### src/rtl/cfg_uart_pkg.sv
// cfg_uart_pkg: shared FSM state types and protocol constants for the
// configuration UART (cfg_uart and its byte receiver).
package cfg_uart_pkg;

  typedef enum logic [1:0] {RX_IDLE, RX_START, RX_DATA, RX_STOP} rx_state_t;
  typedef enum logic [1:0] {TX_IDLE, TX_START, TX_DATA, TX_STOP} tx_state_t;

  localparam int          CMD_BYTES = 3;
  localparam int          RSP_BYTES = 2;
  localparam logic [15:0] POSACK    = 16'h0A5A;
  localparam logic [15:0] NEGACK    = 16'h05A5;

endpackage

### src/rtl/cfg_uart_if.sv
// cfg_uart_if: parallel command/response handshake between the config UART
// (slave) and the controller that consumes frames and issues responses
// (master).
interface cfg_uart_if;
  logic [23:0] cmd_data;
  logic        frm_rdy;
  logic        clr_frm_rdy;
  logic [15:0] tx_data;
  logic        strt_tx;
  logic        tx_busy;
  logic        tx_done;

  modport slave (
    output cmd_data, frm_rdy, tx_busy, tx_done,
    input  clr_frm_rdy, tx_data, strt_tx
  );

  modport master (
    input  cmd_data, frm_rdy, tx_busy, tx_done,
    output clr_frm_rdy, tx_data, strt_tx
  );
endinterface

### src/rtl/cfg_uart_rx_byte.sv
// cfg_uart_rx_byte: 8N1 byte receiver. Synchronizes the serial line, finds
// start edges, samples each bit at mid-bit and flags a good byte (byte_rdy)
// or a low stop bit (frm_err) for one cycle at the stop sample.
module cfg_uart_rx_byte
  import cfg_uart_pkg::*;
#(
  parameter int BAUD_DIV = 434
) (
  input  logic       clk,
  input  logic       rst_n,
  input  logic       rx_in,
  output logic [7:0] rx_byte,
  output logic       byte_rdy,
  output logic       frm_err,
  output logic       rx_idle
);

  localparam int               CNT_W = $clog2(BAUD_DIV);
  localparam logic [CNT_W-1:0] LAST  = CNT_W'(BAUD_DIV - 1);
  localparam logic [CNT_W-1:0] HALF  = CNT_W'(BAUD_DIV / 2 - 1);

  logic             rx_s1_reg, rx_s2_reg, rx_prev_reg;
  logic             fall_edge;
  rx_state_t        state_reg, state_next;
  logic [CNT_W-1:0] cnt_reg, cnt_next;
  logic [2:0]       bit_reg, bit_next;
  logic [7:0]       shift_reg, shift_next;

  // Two-flop synchronizer plus a history flop for falling-edge detection.
  always_ff @(posedge clk or negedge rst_n) begin
    if (!rst_n) begin
      rx_s1_reg   <= 1'b1;
      rx_s2_reg   <= 1'b1;
      rx_prev_reg <= 1'b1;
    end else begin
      rx_s1_reg   <= rx_in;
      rx_s2_reg   <= rx_s1_reg;
      rx_prev_reg <= rx_s2_reg;
    end
  end

  assign fall_edge = rx_prev_reg & ~rx_s2_reg;

  // Receive FSM state and datapath registers.
  always_ff @(posedge clk or negedge rst_n) begin
    if (!rst_n) begin
      state_reg <= RX_IDLE;
      cnt_reg   <= '0;
      bit_reg   <= '0;
      shift_reg <= '0;
    end else begin
      state_reg <= state_next;
      cnt_reg   <= cnt_next;
      bit_reg   <= bit_next;
      shift_reg <= shift_next;
    end
  end

  // Next-state logic: half a bit to the start sample, then one bit-time per
  // data bit and one more to the stop sample.
  always_comb begin
    state_next = state_reg;
    cnt_next   = cnt_reg;
    bit_next   = bit_reg;
    shift_next = shift_reg;
    byte_rdy   = 1'b0;
    frm_err    = 1'b0;
    unique case (state_reg)
      RX_IDLE: begin
        if (fall_edge) begin
          state_next = RX_START;
          cnt_next   = '0;
        end
      end
      RX_START: begin
        if (cnt_reg == HALF) begin
          cnt_next   = '0;
          bit_next   = '0;
          // A line that is high again at mid-start was only a glitch.
          state_next = rx_s2_reg ? RX_IDLE : RX_DATA;
        end else begin
          cnt_next = cnt_reg + CNT_W'(1);
        end
      end
      RX_DATA: begin
        if (cnt_reg == LAST) begin
          cnt_next   = '0;
          shift_next = {rx_s2_reg, shift_reg[7:1]};
          if (bit_reg == 3'd7) begin
            state_next = RX_STOP;
          end else begin
            bit_next = bit_reg + 3'd1;
          end
        end else begin
          cnt_next = cnt_reg + CNT_W'(1);
        end
      end
      RX_STOP: begin
        if (cnt_reg == LAST) begin
          cnt_next   = '0;
          state_next = RX_IDLE;
          byte_rdy   = rx_s2_reg;
          frm_err    = ~rx_s2_reg;
        end else begin
          cnt_next = cnt_reg + CNT_W'(1);
        end
      end
      default: state_next = RX_IDLE;
    endcase
  end

  assign rx_byte = shift_reg;
  assign rx_idle = (state_reg == RX_IDLE);

endmodule

### src/rtl/cfg_uart.sv
// cfg_uart: configuration UART. Assembles three received bytes into a
// 24-bit command frame and serializes a 16-bit response (high byte first).
// Optional build macro CFG_UART_TIMEOUT_EN: drop a partial frame after
// TIMEOUT_BITS idle bit-times between its bytes.
module cfg_uart
  import cfg_uart_pkg::*;
#(
  parameter int BAUD_DIV     = 434,
  parameter int TIMEOUT_BITS = 20
) (
  input  logic     clk,
  input  logic     rst_n,
  input  logic     RX_C,
  output logic     TX_C,
  cfg_uart_if.slave ctl
);

  localparam int               CNT_W     = $clog2(BAUD_DIV);
  localparam logic [CNT_W-1:0] LAST      = CNT_W'(BAUD_DIV - 1);
  localparam logic [1:0]       LAST_BYTE = 2'(CMD_BYTES - 1);
  localparam logic             LAST_RSP  = 1'(RSP_BYTES - 1);

  // ---------------- receive path ----------------
  logic [7:0]  rx_data;
  logic        byte_rdy, frm_err, rx_idle;
  logic [1:0]  byte_cnt_reg;
  logic [15:0] asm_reg;
  logic [23:0] cmd_data_reg;
  logic        frm_rdy_reg;
  logic        frame_done;
  logic        to_hit;

  cfg_uart_rx_byte #(.BAUD_DIV(BAUD_DIV)) u_rx (
    .clk      (clk),
    .rst_n    (rst_n),
    .rx_in    (RX_C),
    .rx_byte  (rx_data),
    .byte_rdy (byte_rdy),
    .frm_err  (frm_err),
    .rx_idle  (rx_idle)
  );

`ifdef CFG_UART_TIMEOUT_EN
  localparam int TO_CYCLES = TIMEOUT_BITS * BAUD_DIV;
  localparam int TO_W      = $clog2(TO_CYCLES + 1);

  logic [TO_W-1:0] to_cnt_reg;

  assign to_hit = (to_cnt_reg == TO_W'(TO_CYCLES - 1));

  // Idle timer: runs only while a partial frame waits for its next byte.
  always_ff @(posedge clk or negedge rst_n) begin
    if (!rst_n) begin
      to_cnt_reg <= '0;
    end else if (byte_cnt_reg == 2'd0 || !rx_idle || byte_rdy) begin
      to_cnt_reg <= '0;
    end else if (!to_hit) begin
      to_cnt_reg <= to_cnt_reg + TO_W'(1);
    end
  end
`else
  logic unused_timeout;
  assign unused_timeout = rx_idle ^ (TIMEOUT_BITS == 0);
  assign to_hit         = 1'b0;
`endif

  assign frame_done = byte_rdy && (byte_cnt_reg == LAST_BYTE);

  // Frame assembly: the first two bytes wait in asm_reg, the third one
  // publishes the whole frame; a framing error or timeout restarts the count.
  always_ff @(posedge clk or negedge rst_n) begin
    if (!rst_n) begin
      byte_cnt_reg <= '0;
      asm_reg      <= '0;
      cmd_data_reg <= '0;
    end else if (byte_rdy) begin
      asm_reg <= {asm_reg[7:0], rx_data};
      if (byte_cnt_reg == LAST_BYTE) begin
        cmd_data_reg <= {asm_reg, rx_data};
        byte_cnt_reg <= '0;
      end else begin
        byte_cnt_reg <= byte_cnt_reg + 2'd1;
      end
    end else if (frm_err || to_hit) begin
      byte_cnt_reg <= '0;
    end
  end

  // Frame-ready flag: a completing frame beats a same-cycle acknowledge.
  always_ff @(posedge clk or negedge rst_n) begin
    if (!rst_n) begin
      frm_rdy_reg <= 1'b0;
    end else if (frame_done) begin
      frm_rdy_reg <= 1'b1;
    end else if (ctl.clr_frm_rdy) begin
      frm_rdy_reg <= 1'b0;
    end
  end

  assign ctl.cmd_data = cmd_data_reg;
  assign ctl.frm_rdy  = frm_rdy_reg;

  // ---------------- transmit path ----------------
  tx_state_t        tx_state_reg, tx_state_next;
  logic [CNT_W-1:0] tx_cnt_reg, tx_cnt_next;
  logic [2:0]       tx_bit_reg, tx_bit_next;
  logic             tx_idx_reg, tx_idx_next;
  logic [15:0]      tx_word_reg, tx_word_next;
  logic             tx_line_reg, tx_line_next;
  logic [7:0]       tx_byte_sel;
  logic             tx_fin;

  // Transmit FSM state and datapath registers; the serial line is registered.
  always_ff @(posedge clk or negedge rst_n) begin
    if (!rst_n) begin
      tx_state_reg <= TX_IDLE;
      tx_cnt_reg   <= '0;
      tx_bit_reg   <= '0;
      tx_idx_reg   <= 1'b0;
      tx_word_reg  <= '0;
      tx_line_reg  <= 1'b1;
    end else begin
      tx_state_reg <= tx_state_next;
      tx_cnt_reg   <= tx_cnt_next;
      tx_bit_reg   <= tx_bit_next;
      tx_idx_reg   <= tx_idx_next;
      tx_word_reg  <= tx_word_next;
      tx_line_reg  <= tx_line_next;
    end
  end

  // Next-state logic: two back-to-back 10-bit characters, then done.
  always_comb begin
    tx_state_next = tx_state_reg;
    tx_cnt_next   = tx_cnt_reg;
    tx_bit_next   = tx_bit_reg;
    tx_idx_next   = tx_idx_reg;
    tx_word_next  = tx_word_reg;
    tx_fin        = 1'b0;
    tx_byte_sel   = 8'h00;
    tx_line_next  = 1'b1;
    unique case (tx_state_reg)
      TX_IDLE: begin
        if (ctl.strt_tx) begin
          tx_word_next  = ctl.tx_data;
          tx_state_next = TX_START;
          tx_cnt_next   = '0;
          tx_idx_next   = 1'b0;
        end
      end
      TX_START: begin
        if (tx_cnt_reg == LAST) begin
          tx_cnt_next   = '0;
          tx_bit_next   = '0;
          tx_state_next = TX_DATA;
        end else begin
          tx_cnt_next = tx_cnt_reg + CNT_W'(1);
        end
      end
      TX_DATA: begin
        if (tx_cnt_reg == LAST) begin
          tx_cnt_next = '0;
          if (tx_bit_reg == 3'd7) begin
            tx_state_next = TX_STOP;
          end else begin
            tx_bit_next = tx_bit_reg + 3'd1;
          end
        end else begin
          tx_cnt_next = tx_cnt_reg + CNT_W'(1);
        end
      end
      TX_STOP: begin
        if (tx_cnt_reg == LAST) begin
          tx_cnt_next = '0;
          if (tx_idx_reg == LAST_RSP) begin
            tx_state_next = TX_IDLE;
            tx_fin        = 1'b1;
          end else begin
            tx_idx_next   = 1'b1;
            tx_state_next = TX_START;
          end
        end else begin
          tx_cnt_next = tx_cnt_reg + CNT_W'(1);
        end
      end
      default: tx_state_next = TX_IDLE;
    endcase

    // Line level follows the state being entered, so it is registered
    // in lockstep with the FSM.
    tx_byte_sel = tx_idx_next ? tx_word_next[7:0] : tx_word_next[15:8];
    unique case (tx_state_next)
      TX_START: tx_line_next = 1'b0;
      TX_DATA:  tx_line_next = tx_byte_sel[tx_bit_next];
      default:  tx_line_next = 1'b1;
    endcase
  end

  assign TX_C        = tx_line_reg;
  assign ctl.tx_done = tx_fin;
  assign ctl.tx_busy = (tx_state_reg != TX_IDLE) && !tx_fin;

endmodule
### src/flat_wrapper.sv
// flat-port wrapper written by rule: the top's interface ports become plain ports
module cfg_uart_flat import cfg_uart_pkg::*;
#(
  parameter int BAUD_DIV     = 434,
  parameter int TIMEOUT_BITS = 20
)
  (clk, rst_n, RX_C, TX_C, ctl_cmd_data, ctl_frm_rdy, ctl_tx_busy, ctl_tx_done, ctl_clr_frm_rdy, ctl_tx_data, ctl_strt_tx);
  cfg_uart_if ctl_i ();
  input  logic clk;
  input  logic rst_n;
  input  logic RX_C;
  output logic TX_C;
  output wire logic [$bits(ctl_i.cmd_data)-1:0] ctl_cmd_data;
  output wire logic [$bits(ctl_i.frm_rdy)-1:0] ctl_frm_rdy;
  output wire logic [$bits(ctl_i.tx_busy)-1:0] ctl_tx_busy;
  output wire logic [$bits(ctl_i.tx_done)-1:0] ctl_tx_done;
  input wire logic [$bits(ctl_i.clr_frm_rdy)-1:0] ctl_clr_frm_rdy;
  input wire logic [$bits(ctl_i.tx_data)-1:0] ctl_tx_data;
  input wire logic [$bits(ctl_i.strt_tx)-1:0] ctl_strt_tx;
  assign ctl_cmd_data = ctl_i.cmd_data;
  assign ctl_frm_rdy = ctl_i.frm_rdy;
  assign ctl_tx_busy = ctl_i.tx_busy;
  assign ctl_tx_done = ctl_i.tx_done;
  assign ctl_i.clr_frm_rdy = ctl_clr_frm_rdy;
  assign ctl_i.tx_data = ctl_tx_data;
  assign ctl_i.strt_tx = ctl_strt_tx;
  cfg_uart #(.BAUD_DIV(BAUD_DIV), .TIMEOUT_BITS(TIMEOUT_BITS)) u_core (.clk(clk), .rst_n(rst_n), .RX_C(RX_C), .TX_C(TX_C), .ctl(ctl_i));
endmodule
### config.mk
export PLATFORM = sky130hd
export DESIGN_NAME = cfg_uart_flat
export DESIGN_NICKNAME = d
export VERILOG_FILES = /design/src/rtl/cfg_uart_pkg.sv /design/src/rtl/cfg_uart_if.sv /design/src/rtl/cfg_uart_rx_byte.sv /design/src/rtl/cfg_uart.sv /design/src/flat_wrapper.sv
export SDC_FILE = /design/constraint.sdc
export NUM_CORES = 1
export LEC_CHECK = 0
export ABC_CLOCK_PERIOD_IN_PS = 3460
export CELL_PAD_IN_SITES_DETAIL_PLACEMENT = 1
export CELL_PAD_IN_SITES_GLOBAL_PLACEMENT = 1
export CORE_AREA = 2 2 108 110
export DETAILED_ROUTE_END_ITERATION = 10
export DIE_AREA = 0 0 110 112
export PLACE_DENSITY_LB_ADDON = 0.08
export SYNTH_ARGS = -nofsm -noshare
export SYNTH_HDL_FRONTEND = slang
export SYNTH_SLANG_ARGS = --single-unit
### constraint.sdc
create_clock -name clk -period 3.46 [get_ports clk]
set_clock_uncertainty 0.2 [all_clocks]
set_input_delay 0.346 -clock clk [delete_from_list [all_inputs] [get_ports clk]]
set_output_delay 0.346 -clock clk [all_outputs]
set_load 0.02 [all_outputs]
# Yosys cells after proc, flatten, opt, wreduce, memory -nomap -nowiden
# Cells that the tools add are included.
# totals
regBits	100
# classes
magnitude_cmp	1
add_sub_neg	5
n_reduce_logical	15
eq_ne	21
bitwise_logic	2
muxes	50
# ops
operator	count
2-to-1 mux 9 bit	5
2-to-1 mux 16 bit	2
2-to-1 mux 2 bit	14
case mux 9 bit (3 select lines)	1
adder 9 x 1 -> 9 bit, second input constant	2
equality test 9 bit, second input constant	2
2-to-1 mux 3 bit	6
case mux 9 bit (2 select lines)	1
case mux 2 bit (4 select lines)	2
inequality test 2 bit, second input constant	7
2-to-1 mux 1 bit	13
equality test 2 bit, second input constant	6
case mux 3 bit (2 select lines)	2
equality test 9 x 8 -> 1 bit, second input constant	1
2-to-1 mux 8 bit	1
nonzero test 2 bit	4
adder 3 x 1 -> 3 bit, second input constant	2
equality test 2 x 1 -> 1 bit, second input constant	3
equality test 3 bit, second input constant	2
AND reduction 5 bit	1
logical NOT 2 bit	2
< comparator 3 x 4 -> 1 bit, second input constant	1
case mux 1 bit (2 select lines)	2
AND reduction 2 bit	2
9 further kinds	10

# Logic depth before layout (Yosys ltp)
# logic_depth
word_depth	7
ltp_mapped	11
mapped_depth_nobuf	10

# Hierarchy
# Synthesis repeated with hierarchy kept, for this count alone.
# unflattened
hier_cells	366
hier_area_um2	4566.9
# modules_own_cells
module	area_each_um2	seq_area_each_um2	cells_each	n_inst
cfg_uart	3328.2	1878.1	251	1
cfg_uart_rx_byte	1238.7	629.4	115	1

# Least setup slack after synthesis
# OpenSTA, ideal clock, no wires.
# synth_path
kind	reg2reg
from	reg u_core.tx_state_reg[0]
to	reg u_core.tx_line_reg (netlist: u_core.TX_C)
t_arrival_ns	2.301
path_stages_with_launch	10
path_buffers	0
path_slack_ns	0.872
path_cell_list	dfrtp_1 > inv_1 > ha_1 > and3_1 > and3_4 > nor3_4 > mux2_1 > a211o_1 > a21oi_1 > a211oi_2
# synth_via
elab_chain_len	6
elab_cells_between_ends	19
cone_classes	eq/ne (5); mux (13); reduce/logical (1)
# synth_lines
item	line	rtl
from (decl)	cfg_uart.sv:104	tx_state_t tx_state_reg, tx_state_next;
from (signal assigned)	cfg_uart.sv:123	tx_state_reg <= tx_state_next;
equality test 2 bit / logical NOT 2 bit (equally long branches)	cfg_uart.sv:142	unique case (tx_state_reg)
case mux 1 bit (2 select lines) / 2-to-1 mux 16 bit (equally long branches)	cfg_uart.sv:142	
2-to-1 mux 8 bit	cfg_uart.sv:191	tx_byte_sel = tx_idx_next ? tx_word_next[7:0] : tx_word_next[15:8];
binary-select mux 1 bit (select 3 bit)	cfg_uart.sv:194	TX_DATA: tx_line_next = tx_byte_sel[tx_bit_next];
2-to-1 mux 1 bit (not written as such)	cfg_uart.sv:194	
case mux 1 bit (2 select lines) *	cfg_uart.sv:192	unique case (tx_state_next)
named net u_core.tx_line_next	cfg_uart.sv:109	logic tx_line_reg, tx_line_next;
to (signal assigned)	cfg_uart.sv:128	tx_line_reg <= tx_line_next;
to (decl)	cfg_uart.sv:109	
# The timed path passes the listed nets; every way through them passes the cells marked *. The select of a mux whose other input is x is not followed.
# A chain may end at the register's enable or synchronous reset.

# Worst setup path after layout
# layout_path
from	reg u_core.tx_cnt_reg[1]
to	out ctl_tx_done
# layout_via
elab_chain_len	3
# layout_lines
item	line	rtl
from (decl)	cfg_uart.sv:105	logic [CNT_W-1:0] tx_cnt_reg, tx_cnt_next;
from (signal assigned)	cfg_uart.sv:124	tx_cnt_reg <= tx_cnt_next;
equality test 9 bit	cfg_uart.sv:173	if (tx_cnt_reg == LAST) begin
2-to-1 mux 1 bit	cfg_uart.sv:173	
2-to-1 mux 1 bit	cfg_uart.sv:142	
to (decl)	flat_wrapper.sv:16	output wire logic [$bits(ctl_i.tx_done)-1:0] ctl_tx_done;
# No other way between the ends.

==> impl_metrics.toml <==
[status]
run_status = "finished, violations left"
violations = "negative hold slack"

[power]
leakagePower_nw = 2.71
peakVddDrop_uv = 333
powerDensity_mw_per_mm2 = 602
total_power_mw = 3.34

[setup_path]
endpoint = "ctl_tx_done"
worst-endpoint-required_ns = 2.91
cp-start-kind = "flop"
reg2reg_from = "u_core.tx_state_reg[1]"
rr_worst_depth = 9
arrival_ns = 2.24
crit_path_start = "u_core.tx_cnt_reg[1]"
critPathKind = "flop to output port"
crit_path_end_kind = "output port"
r2r-end = "u_core.TX_C"
worstPathMaxFanout = 5
r2r_slack_ns = 0.70

[floorplan]
pin_count = 49
core-area_sq_mm = 0.0112
die_h_um = 112
dieArea_sq_mm = 0.0123
initial_core_util = 0.411
rows = 39
die_w_um = 110

[synth]
synth_edf_count = 0
syn-cell-area_sq_mm = 0.00460
netlist_instances = 365
ys.flop_type = "dfrtp_1"
ys_types = 63
synth_nets = 399
ys_seq_area_frac = 0.545
ys_async_sr_fraction = 1.00
ys_warn_count = 0
ys_ff_latch = 100
syn_avg_cell_area_sq_um = 12.6

[route]
drc = 0
first_pass_iters = 4
vias = 2997
avgRoutedWirePerCell_um = 16.3
viasPerCell = 5.28
drtAntennaViolNets = 0
routed_wirelength_mm = 9.27
drt-initial-drc-count = 85

[placed_design]
place_congestion = 0.783
dp.cells = 553
dpl_cell_area_sq_mm = 0.00526
place_ws_ns = 0.694
port_buffers = 48
dpl.hpwl_mm = 6.54

[final_layout]
area_delta_synth_final_pct = 20.8
largest_register_ffs = 24
nFillCells = 1170
seq_area_sq_mm = 0.00251
n_antenna_cell = 0
multi_input_area_sq_mm = 0.00199
finalInstanceArea_sq_mm = 0.00556
nets = 455
stdcell_count = 568
drive_above_1_share = 0.120

[global_route]
grt_pass1_vias = 3275
grt_max_degree = 83
antenna_found_initial = 0
grt.total_usage = 0.167
grt_overflow = 0
grt_pass1_wl_mm = 16.1

[clock_tree]
cts_sinks = 100
h-tree-depth = 3
postCtsSetupRepairBufs = 0
clockBufferDepth = 2
clkTransAtPathRegs_ns = 0.07
cts.repair.resized = 0
cts_hold_buf = 0
cts_buffers = 9
clk_latency_ns = 0.35
cts_tree = "yes"
clock-root-buffer = "clkbuf_16"

[sta]
maxSlewHeadroom = 0.310
slew_violations = 0
period_share = 0.806
final.setup.worst_slack_ns = 0.671
timing.hold.ws_ns = -0.0225
setup_tns_ns = 0
tightestPinTransition_ns = 1.04
max_freq_mhz = 359
setup_viol = 0
rsz0062_at_grt = "false"
min_period_ns = 2.79
hold_violations = 36

[job]
maxCapViolCount = 0

[hold_path]
min_path_type = "input pin to async pin"
Yosys cell counts, types with 2 or more instances:
| library cell | count | area, sq um |
|---|---|---|
| nor3b_1 | 3 | 22.5 |
| inv_1 | 13 | 48.8 |
| mux2_2 | 15 | 169 |
| a21o_1 | 2 | 15.0 |
| ha_1 | 13 | 163 |
| o31ai_1 | 2 | 15.0 |
| buf_2 | 5 | 25.0 |
| mux2i_1 | 10 | 100 |
| xnor2_1 | 2 | 17.5 |
| mux2_1 | 51 | 574 |
| nor2_1 | 20 | 75.1 |
| nand3_1 | 11 | 55.1 |
| nand4b_1 | 2 | 17.5 |
| xor2_1 | 7 | 61.3 |
| dfrtp_1 | 96 | 2400 |
| a211oi_1 | 2 | 15.0 |
| o2bb2ai_1 | 2 | 17.5 |
| nand2_1 | 18 | 67.6 |
| a21oi_1 | 3 | 15.0 |
| clkbuf_1 | 3 | 11.3 |
| o311ai_0 | 2 | 17.5 |
| nand2b_1 | 6 | 37.5 |
| and4_1 | 2 | 17.5 |
| dfstp_2 | 4 | 105 |
| o21ai_0 | 6 | 30.0 |
| a21boi_1 | 2 | 15.0 |
| o21ai_1 | 14 | 70.1 |
| and3_1 | 9 | 56.3 |
| a22o_1 | 6 | 52.6 |
metrics by stage:
stage,hold WS [ns],util
2_1_floorplan,-0.150,-
3_3_place_gp,0.147,0.470
5_1_grt,0.0686,0.497
6_report,-0.0225,0.497
4_1_cts,0.0308,0.497
3_5_place_dp,0.148,0.470
metal layers:
layer	routed length (um)	up-vias	global-route usage
met5	0	-	0
met4	148	0	0.0616
met3	292	12	0.0322
met2	4280	43	0.264
met1	4550	1516	0.228
li1	-	1426	-
how the worst min path moves through the flow:
| stage | start | to | slack [ns] | cells past startpoint |
|---|---|---|---|---|
| 6_report | rst_n | u_core.ctl.cmd_data[21] | -0.02 | 1 |
| 4_1_cts | rst_n | u_core.ctl.cmd_data[18] | 0.03 | 1 |
| 3_5_place_dp | u_core.u_rx.rx_s1_reg | u_core.u_rx.rx_s2_reg | 0.15 | 0 |
| 3_3_place_gp | u_core.u_rx.rx_s1_reg | u_core.u_rx.rx_s2_reg | 0.15 | 0 |
| 5_1_grt | rst_n | u_core.ctl.cmd_data[21] | 0.07 | 1 |
| 2_1_floorplan | rst_n | async pin | -0.15 | 0 |
critical path, stage by stage (launching register included):
cell and delay [ns]:
dfrtp_1 0.41, inv_1 0.07, ha_1 0.15, nand4b_1 0.13, nor2_1 0.30, and3_1 0.24
clkdlybuf4s50_1 0.61
report_power, final:
part	total, mW	internal [mW]	switching, mW
Sequential	1.50	1.36	0.137
Clock	1.02	0.565	0.457
Combinational	0.821	0.383	0.438
cell usage in the layout (no fill, tap or decap), drive strengths merged, types with 2 or more instances in the layout:
master,instances
nand2,19
mux2i,10
clkinvlp,2
nor2,21
nor3b,3
xnor2,2
a21o,2
o21ai,20
a21oi,4
xor2,7
nand4,2
mux2,67
dfrtp,96
inv,16
a21boi,2
and4,2
clkbuf,9
o31ai,2
a22o,6
ha,13
nor3,2
dfstp,4
a211oi,3
and3,10
nand2b,6
nand3,11
o2bb2ai,2
buf,7
clkdlybuf4s50,47
nand4b,2
o311ai,2
area by class of cell:
type | instances | area share
clock inverter | 6 | 0.0133
timing repair buffer | 54 | 0.0941
tap | 143 | 0.0322
inverter | 14 | 0.00946
multi-input combinational | 242 | 0.359
sequential | 100 | 0.451
clock buffer | 9 | 0.0405
cell families after synthesis:
logic type	Yosys count	share of synthesized area
xor+xnor	9	0.0171
buf+inv	23	0.0210
simple gates	89	0.111
fa+ha+maj	13	0.0354
compound gates	54	0.0833
mux	77	0.187
flops	100	0.545
(Power assumes the default switching activity.)
